`src/rtl/microwave_ctrl.sv`:
```
// Microwave oven controller: keypad entry of a four-digit BCD cook time,
// start/pause/resume/clear handling, magnetron drive, and a completion beep
// that lasts three 1 Hz ticks. The countdown itself lives in an external timer.
module microwave_ctrl (
  input  logic        clk,
  input  logic        clrn,
  input  logic        key_valid,
  input  logic [3:0]  key_digit,
  input  logic        start,
  input  logic        stop_clr,
  input  logic        door_closed,
  input  logic        tick,
  input  logic        timer_zero,
  output logic [15:0] timer_data,
  output logic        timer_loadn,
  output logic        timer_clrn,
  output logic        timer_en,
  output logic        mag_on,
  output logic        beep,
  output logic [2:0]  state_o
);

  typedef enum logic [2:0] {
    IDLE  = 3'd0,
    ENTRY = 3'd1,
    COOK  = 3'd2,
    PAUSE = 3'd3,
    DONE  = 3'd4
  } state_t;

  state_t      state;
  logic [15:0] entry;
  logic [1:0]  tick_cnt;

  logic        key_ok;
  logic        entry_nz;
  logic [15:0] shifted;

  // Keypad qualification and the shifted entry value a new digit would produce
  always_comb begin
    key_ok   = key_valid && (key_digit <= 4'd9);
    entry_nz = |entry;
    shifted  = {entry[11:0], key_digit};
  end

  // Control FSM; the timer load/clear strobes are one-cycle registered pulses
  always_ff @(posedge clk or negedge clrn) begin
    if (!clrn) begin
      state       <= IDLE;
      entry       <= 16'h0000;
      tick_cnt    <= 2'd0;
      timer_loadn <= 1'b1;
      timer_clrn  <= 1'b1;
    end else begin
      timer_loadn <= 1'b1;
      timer_clrn  <= 1'b1;
      case (state)
        IDLE: begin
          if (key_ok) begin
            entry <= shifted;
            state <= ENTRY;
          end
        end
        ENTRY: begin
          if (stop_clr) begin
            entry      <= 16'h0000;
            timer_clrn <= 1'b0;
            state      <= IDLE;
          end else if (start && door_closed && entry_nz) begin
            timer_loadn <= 1'b0;
            state       <= COOK;
          end else if (key_ok) begin
            entry <= shifted;
          end
        end
        COOK: begin
          // timer_zero is stale while the load strobe is low, so it is masked then
          if (!door_closed || stop_clr) begin
            state <= PAUSE;
          end else if (timer_zero && timer_loadn) begin
            tick_cnt <= 2'd0;
            state    <= DONE;
          end
        end
        PAUSE: begin
          if (stop_clr) begin
            entry      <= 16'h0000;
            timer_clrn <= 1'b0;
            state      <= IDLE;
          end else if (start && door_closed) begin
            state <= COOK;
          end
        end
        DONE: begin
          if (stop_clr) begin
            entry    <= 16'h0000;
            tick_cnt <= 2'd0;
            state    <= IDLE;
          end else if (tick) begin
            if (tick_cnt == 2'd2) begin
              entry    <= 16'h0000;
              tick_cnt <= 2'd0;
              state    <= IDLE;
            end else begin
              tick_cnt <= tick_cnt + 2'd1;
            end
          end
        end
        default: begin
          state <= IDLE;
        end
      endcase
    end
  end

  // Outputs that must react within the current cycle to door and tick inputs
  always_comb begin
    timer_data = entry;
    state_o    = state;
    timer_en   = (state == COOK) && tick && door_closed && !timer_zero;
    mag_on     = (state == COOK) && door_closed;
    beep       = (state == DONE);
  end

endmodule

```
`config.mk`:
```
export PLATFORM = sky130hd
export DESIGN_NAME = microwave_ctrl
export DESIGN_NICKNAME = d
export VERILOG_FILES = /design/src/rtl/microwave_ctrl.sv
export SDC_FILE = /design/constraint.sdc
export NUM_CORES = 1
export LEC_CHECK = 0
export CAP_MARGIN = 20
export CORE_ASPECT_RATIO = 1.2
export CORE_MARGIN = 10
export CORE_UTILIZATION = 51
export DETAILED_ROUTE_END_ITERATION = 12
export GPL_ROUTABILITY_DRIVEN = 0
export PLACE_DENSITY_LB_ADDON = 0.05
export SYNTH_ARGS = -nofsm -noshare
export SYNTH_HDL_FRONTEND = slang
export SYNTH_SLANG_ARGS = --single-unit
```
`constraint.sdc`:
```
create_clock -name clk -period 2.8 [get_ports clk]
set_input_delay 0.84 -clock clk [delete_from_list [all_inputs] [get_ports clk]]
set_output_delay 0.84 -clock clk [all_outputs]
set_load 0.005 [all_outputs]
```
# Word-level counts from Yosys, hierarchy flattened
# Index checks and enable logic that the tools add are counted.
# word_totals
latch_bits	0
mem_bits_ro	0
word_cells	71
inputBits	12
n_memories	0
register_bits	23
ramBits	0
# classes
multipliers	0
reduce_logical	19
muxes	30
addsub	1
order_cmp	1
eq_ne	15
n_bitwise	0
shift	0
div_mod_pow	0
# ops
op	n
$mux W16	7
$pmux W16 S4	1
$mux W3	10
$reduce_or A16 Y1	1
$ne A3 B3 Y1 const B	5
$pmux W3 S5	1
$mux W2	5
$logic_and A1 B1 Y1	8
$ne A2 B2 Y1 const B	4
$eq A3 B2 Y1 const B	2
$reduce_and A6 Y1	1
$mux W1	5
$reduce_and A5 Y1	1
$le A4 B4 Y1 const B	1
$pmux W2 S2	1
$reduce_and A4 Y1	1
$reduce_bool A4 Y1	1
$eq A3 B1 Y1 const B	1
$eq A3 B3 Y1 const B	1
$logic_not A3 Y1	1
$ne A3 B2 Y1 const B	1
$add A2 B1 Y2 const B	1
$eq A2 B2 Y1 const B	1
$logic_not A1 Y1	2
other kinds (3)	3

# Depth between registers and ports, before layout
# Gate-level depths: netlist of the first run.
# depth
word_depth	6
depth_mapped	6

# Worst setup path before layout of the first run
# Ideal clock, no wire load.
# synth_timing
path_kind	in2reg
from	in stop_clr
to	reg entry[0], in the netlist timer_data[0]
n_path_buf	2
required_ns	2.672
path_stages	6
slack_ns	0.705
t_arrival_ns	1.967
cell_sequence	buf_6 a21boi_0 a221o_1 a211oi_4 buf_6 o32ai_2
# synth_between
elab_chain_cells	2
word_cells_on_any_way	8
classes_between	eq/ne (4); mux (3); reduce/logical (1)
# synth_lines
item	line	rtl
start, declared	10	input logic stop_clr,
$ne A3 B3 Y1 (no line) (tied with other cells)	--	
$reduce_and A5 Y1 (no line) or $pmux W16 S4 (tied branches)	--	
end signal, assigned	60	entry <= shifted;
end signal, assigned	73	entry <= shifted;
end, declared	32	logic [15:0] entry;
# Parallel ways exist; a longest one is shown, timed or not.
# A chain may end at the register's enable or synchronous reset.

# Final worst setup path of the first run
# layout_timing
from	in door_closed
to	out timer_en
# layout_between
elab_chain_cells	2
# layout_lines
item	line	rtl
start, declared	11	input logic door_closed,
$logic_and A1 B1 Y1 (2 in series)	120	timer_en = (state == COOK) && tick && door_closed && !timer_zero;
end, declared	17	output logic timer_en,
# Every way passes these cells.

==> results of run 1 <==
==> power groups by stage <==
| stage | logic (uW) | registers, uW | clock network (uW) |
|---|---|---|---|
| floorplan | 553 | 571 | 0 |
| global route | 953 | 628 | 176 |
| global placement | 873 | 609 | 0 |
| detailed placement | 885 | 612 | 0 |
| CTS | 886 | 608 | 161 |
| finish | 871 | 607 | 157 |
==> flip-flops by register name, indices dropped and copies added (netlist names) <==
register,cells
state_o,3
timer_loadn,1
tick_cnt,2
timer_clrn,1
timer_data,16
==> cell families after synthesis <==
logic type | after synthesis | share of synthesized area (%)
AOI/OAI and AO/OA | 38 | 30.0
buffers and inverters | 29 | 10.8
DFF | 23 | 43.1
and+or+nand+nor | 28 | 16.1
==> per-layer routing <==
metal / wire (um) / share of wire [%] / vias to the layer above / GRT usage [%]
li1: - / - / 527 / -
met1: 1210 / 38 / 529 / 13.5
met2: 1760 / 55 / 26 / 22.5
met3: 226 / 7.1 / 2 / 4.71
met4: 12 / 0.37 / 0 / 3.15
met5: 0 / 0 / - / 0
==> worst max-delay path by stage <==
stage | to | slack [ns] | cells after the start
global placement | timer_en | -0.17 | 4
detailed placement | timer_data[4] | -0.20 | 6
finish | timer_en | 0.11 | 4
CTS | timer_en | 0.1 | 4
floorplan | timer_data[0] | 0.70 | 6
global route | timer_data[8] | 0.03 | 6
==> final cells by class <==
type,count,area share [%]
Multi-Input combinational cell,66,34.6
Sequential cell,23,32.3
Timing Repair Buffer,46,24.7
Inverter,22,4.61
Tap cell,33,2.31
Clock buffer,4,1.47
==> metrics by stage <==
stage / util (%) / worst slack [ns] / area (um2)
6_report: 70.8 / 0.105 / 1790
3_3_place_gp: 69.9 / -0.174 / 1770
4_1_cts: 70.8 / 0.0964 / 1790
5_1_grt: 70.8 / 0.0256 / 1790
3_5_place_dp: 69.9 / -0.198 / 1770
2_1_floorplan: - / 0.705 / 1340
==> cell usage in the layout (no fill, tap or decap), types with 2 or more instances in the layout <==
| cell type | instances |
|---|---|
| a21oi_1 | 3 |
| dfrtp_1 | 21 |
| o31ai_1 | 3 |
| buf_4 | 10 |
| o32ai_1 | 5 |
| dfstp_2 | 2 |
| clkdlybuf4s50_1 | 33 |
| dlygate4sd2_1 | 2 |
| nor3b_2 | 2 |
| a22o_1 | 2 |
| inv_1 | 22 |
| o21ai_0 | 3 |
| nand3b_1 | 3 |
| nand2_1 | 6 |
| o32ai_2 | 10 |
| nor4_1 | 4 |
| clkbuf_4 | 3 |
| nor4_2 | 2 |
==> repair_timing <==
action | 4_1_cts | 5_1_grt
gates resized for setup | 2 | 0
buffers inserted | 0 | 0
endpoints found under the setup margin | 2 | 3
pin swaps | 0 | 1
==> impl_metrics.env, run 1 <==
export IMPL_skew_ns=0.00676
export IMPL_drive_above_1_share_pct=22.4
export IMPL_critPathLaunch="door_closed"
export IMPL_path_class="input port to primary output"
export IMPL_p_int_uw=986
export IMPL_fin_tns_setup_ns=0
export IMPL_status="finished clean"
export IMPL_cts_path_max_buffers=2
export IMPL_worst_pin_slew_ns=0.846
export IMPL_ff_latch_area_um2=578
export IMPL_relSlewSlack_pct=43.4
export IMPL_antenna_found_initial=0
export IMPL_layout_cells_non_filler=194
export IMPL_p_leak_uw=0.000747
export IMPL_syn_inst=118
export IMPL_grt_usage_pct=12.8
export IMPL_hold_viol=0
export IMPL_synth_area_leaders="dfrtp_1 (39%), o32ai_2 (12%), inv_1 (6.2%), dfstp_2 (3.9%), buf_6 (3.4%)"
export IMPL_switching_power_uw=649
export IMPL_io_buffers=35
export IMPL_grt_pass1_vias=1130
export IMPL_hold_path_startpoint="tick_cnt[0]"
export IMPL_fp_dieH_um=76.2
export IMPL_cp_required_ns=1.96
export IMPL_cap_viol_max_count=0
export IMPL_crit_path_end_kind="primary output"
export IMPL_numCtsBuffers=3
export IMPL_path_clk_slew_ns=0.12
export IMPL_routed_wl_mm=3.21
export IMPL_clockPowerShare_pct=9.6
export IMPL_dp_cells=190
export IMPL_yosysTopAreaCellShare_pct=39.1
export IMPL_cpPeakStageDelay_ns=0.47
export IMPL_cts_hold_buf=0
export IMPL_path_cells="clkdlybuf4s50_1 > and3_1 > and3b_1 > dlygate4sd2_1"
export IMPL_swShare_pct=39.7
export IMPL_insertedDiodeCount=0
export IMPL_fin_crit_sh_pct=96.2
export IMPL_drt_initial_drc_count=43
export IMPL_root_buffer="clkbuf_4"
export IMPL_clk_latency_ns=0.31
export IMPL_hold_path_class="register to register"
export IMPL_cts_tree="yes"
export IMPL_seqPwrFrac_pct=37.1
export IMPL_rrSetupSlack_ns=0.47
export IMPL_synth_area_um2=1340
export IMPL_start_util_pct=53.1
export IMPL_r2r_end="timer_data[8]"
export IMPL_powerDensity_nw_per_um2=913
export IMPL_syn_nets=130
export IMPL_syn_to_final_growth_pct=33.4
export IMPL_yosys_cell_count_top_type="inv_1"
export IMPL_synth_edf_count=0
export IMPL_rsz0062_at_grt="no"
export IMPL_grt_max_degree=24
export IMPL_clock_sinks=23
export IMPL_ys_types=40
export IMPL_worst_ir_drop_vdd_uv=579
export IMPL_postSynth_asyncResetShare_pct=100
export IMPL_htreeDepth=1
export IMPL_syn_area_per_cell_um2=11.4
export IMPL_combPwrFrac_pct=53.3
export IMPL_timing_rr_start="timer_data[0]"
export IMPL_ant_nets=0
export IMPL_vias=1084
export IMPL_power_uw=1640
export IMPL_yosys_top_cells_count="inv_1 (22), dfrtp_1 (21), o32ai_2 (10)"
export IMPL_die_area_um2=5090
export IMPL_period_needed_ns=2.69
export IMPL_grt_pass1_wl_mm=5.24
export IMPL_ys_ff_latch=23
export IMPL_seq_area_frac_synth_pct=43.1
export IMPL_grt_ovfl_total=0
export IMPL_placeableCoreArea_um2=2530
export IMPL_die_w_um=66.8
export IMPL_fillers=183
export IMPL_r2r_cells=4
export IMPL_path_buf_inv=2
export IMPL_cp_data_arrival_time_ns=1.85
export IMPL_drt_drc_violations_left=0
export IMPL_final_net_count=174
export IMPL_yosys_area_top_type="dfrtp_1"
export IMPL_cpMaxStageDelayCell="clkdlybuf4s50_1"
export IMPL_fmax_mhz=371
export IMPL_critPathLaunchType="input port"
export IMPL_synthFlopType="dfrtp_1"
export IMPL_placementRows=20
export IMPL_drt_pass1_iter_count=4
export IMPL_wl_per_cell_um=16.5
export IMPL_drv_slew=0
export IMPL_whs_ns=0.525
export IMPL_yosysWarnings=0
export IMPL_crit_family="buffers and inverters"
export IMPL_multiInputGateArea_um2=619
export IMPL_whs_path_depth=1
export IMPL_post_dp_hpwl_mm=2.47
export IMPL_via_per_inst=5.59
export IMPL_path_max_fanout=2
export IMPL_worstHoldEndpoint="tick_cnt[0]"
export IMPL_ios=36
export IMPL_setup_viol_count_final=0
(Power assumes the default switching activity.)
==> run 2, diff against run 1 <==
PLACE_DENSITY = 0.84   (was default)
PLACE_DENSITY_LB_ADDON = default   (was 0.05)
==> impl_metrics.env, run 2 (synthesis results as in run 1) <==
export IMPL_status="finished clean"
export IMPL_setup_viol_count_final=0
export IMPL_htreeDepth=1
export IMPL_die_w_um=66.8
export IMPL_ios=36
export IMPL_routed_wl_mm=3.27
export IMPL_drt_initial_drc_count=76
export IMPL_fillers=197
export IMPL_placeableCoreArea_um2=2530
export IMPL_root_buffer="clkbuf_4"
export IMPL_powerDensity_nw_per_um2=927
export IMPL_r2r_end="timer_data[5]"
export IMPL_ant_nets=0
export IMPL_critPathLaunchType="input port"
export IMPL_placementRows=20
export IMPL_cp_data_arrival_time_ns=1.88
export IMPL_crit_path_end_kind="primary output"
export IMPL_period_needed_ns=2.72
export IMPL_path_max_fanout=2
export IMPL_cts_setup_buffers=0
export IMPL_insertedDiodeCount=0
export IMPL_final_common_cell="clkdlybuf4s50_1"
export IMPL_drive_above_1_share_pct=23.1
export IMPL_multiInputGateArea_um2=624
export IMPL_fp_dieH_um=76.2
export IMPL_worst_ir_drop_vdd_uv=631
export IMPL_final_cell_mix="clkdlybuf4s50_1 (33), inv_1 (22), dfrtp_1 (21), o32ai_2 (10), buf_4 (10)"
export IMPL_cp_required_ns=1.96
export IMPL_vias=1080
export IMPL_timing_rr_start="timer_data[1]"
export IMPL_wl_per_cell_um=17.0
export IMPL_clock_sinks=23
export IMPL_p_leak_uw=0.000734
export IMPL_grt_usage_pct=13.0
export IMPL_power_uw=1650
export IMPL_post_dp_hpwl_mm=2.47
export IMPL_fin_crit_sh_pct=97.3
export IMPL_path_class="input port to primary output"
export IMPL_die_area_um2=5090
export IMPL_fmax_mhz=367
export IMPL_final_util_pct=70.4
export IMPL_drt_pass1_iter_count=4
export IMPL_place_ws_ns=-0.238
export IMPL_clk_latency_ns=0.32
export IMPL_ff_latch_area_um2=578
export IMPL_antenna_found_initial=0
export IMPL_hold_viol=0
export IMPL_layout_setup_ws_ns=0.0768
export IMPL_cts_tree="yes"
export IMPL_skew_ns=0.00792
export IMPL_hold_path_class="register to register"
export IMPL_io_buffers=35
export IMPL_cpMaxStageDelayCell="clkdlybuf4s50_1"
export IMPL_cpPeakStageDelay_ns=0.48
export IMPL_largest_register_ffs=16
export IMPL_grt_max_degree=24
export IMPL_grt_ovfl_total=0
export IMPL_rsz0062_at_grt="no"
export IMPL_drt_drc_violations_left=0
export IMPL_critPathLaunch="door_closed"
export IMPL_endpoint="timer_en"
export IMPL_grt_pass1_vias=1162
export IMPL_path_cells="clkdlybuf4s50_1 > and3_4 > and3b_1 > dlygate4sd2_1"
export IMPL_start_util_pct=53.1
export IMPL_via_per_inst=5.60
export IMPL_worst_pin_slew_ns=0.826
export IMPL_place_area_um2=1750
export IMPL_final_net_count=173
export IMPL_rrSetupSlack_ns=0.53
export IMPL_grt_pass1_wl_mm=5.42
export IMPL_design_area_um2=1780
export IMPL_cap_viol_max_count=0
export IMPL_drv_slew=0
export IMPL_syn_to_final_growth_pct=32.5
export IMPL_relSlewSlack_pct=44.8
export IMPL_r2r_cells=4
export IMPL_cts_path_max_buffers=2
export IMPL_path_clk_slew_ns=0.14
export IMPL_numCtsBuffers=3
export IMPL_fin_tns_setup_ns=0
-- run 2: what timing repair did --
item | in CTS | in global routing
gates resized for setup | 3 | 0
hold buffers | 0 | 0
setup endpoints to repair | 2 | 0
-- run 2: how the worst min path moves through the flow --
stage                             end  cells past startpoint        start  slack [ns]
final                     tick_cnt[0]                      1  tick_cnt[0]        0.53
after floorplan           tick_cnt[0]                      1  tick_cnt[0]        0.47
after CTS                 tick_cnt[0]                      1  tick_cnt[0]        0.53
after detailed placement  tick_cnt[0]                      1  tick_cnt[0]        0.50
after global routing      tick_cnt[0]                      1  tick_cnt[0]        0.56
after global placement    tick_cnt[0]                      1  tick_cnt[0]        0.49
-- run 2: critical path: cells and delay by family --
family,cells,cell delay [ns]
buffers and inverters,2,0.71
AND/OR/NAND/NOR,2,0.33
-- run 2: cell type report --
type | instances | area share (%)
clock buffers | 3 | 1.27
clock inverters | 1 | 0.422
inverters | 22 | 4.64
multi-input cells | 66 | 35.1
flip-flops and latches | 23 | 32.5
well taps | 33 | 2.32
repair buffers | 45 | 23.8
-- run 2: report_power, final --
group,internal (uW),total (uW),switching (uW)
clock network,54.6,162,107
registers,460,614,154
logic,469,873,404
-- run 2: routing by layer --
layer | GRT usage (%) | vias to the layer above | wire, um
met5 | 0 | - | 0
met4 | 5.04 | 0 | 8
met3 | 4.56 | 2 | 262
met2 | 21.3 | 29 | 1640
met1 | 14.7 | 523 | 1360
li1 | - | 526 | -
-- run 2: stage by stage --
step	std cells	hold slack, ns
2_1_floorplan	118	0.470
3_3_place_gp	189	0.491
3_5_place_dp	189	0.502
4_1_cts	193	0.529
5_1_grt	193	0.558
6_report	193	0.528
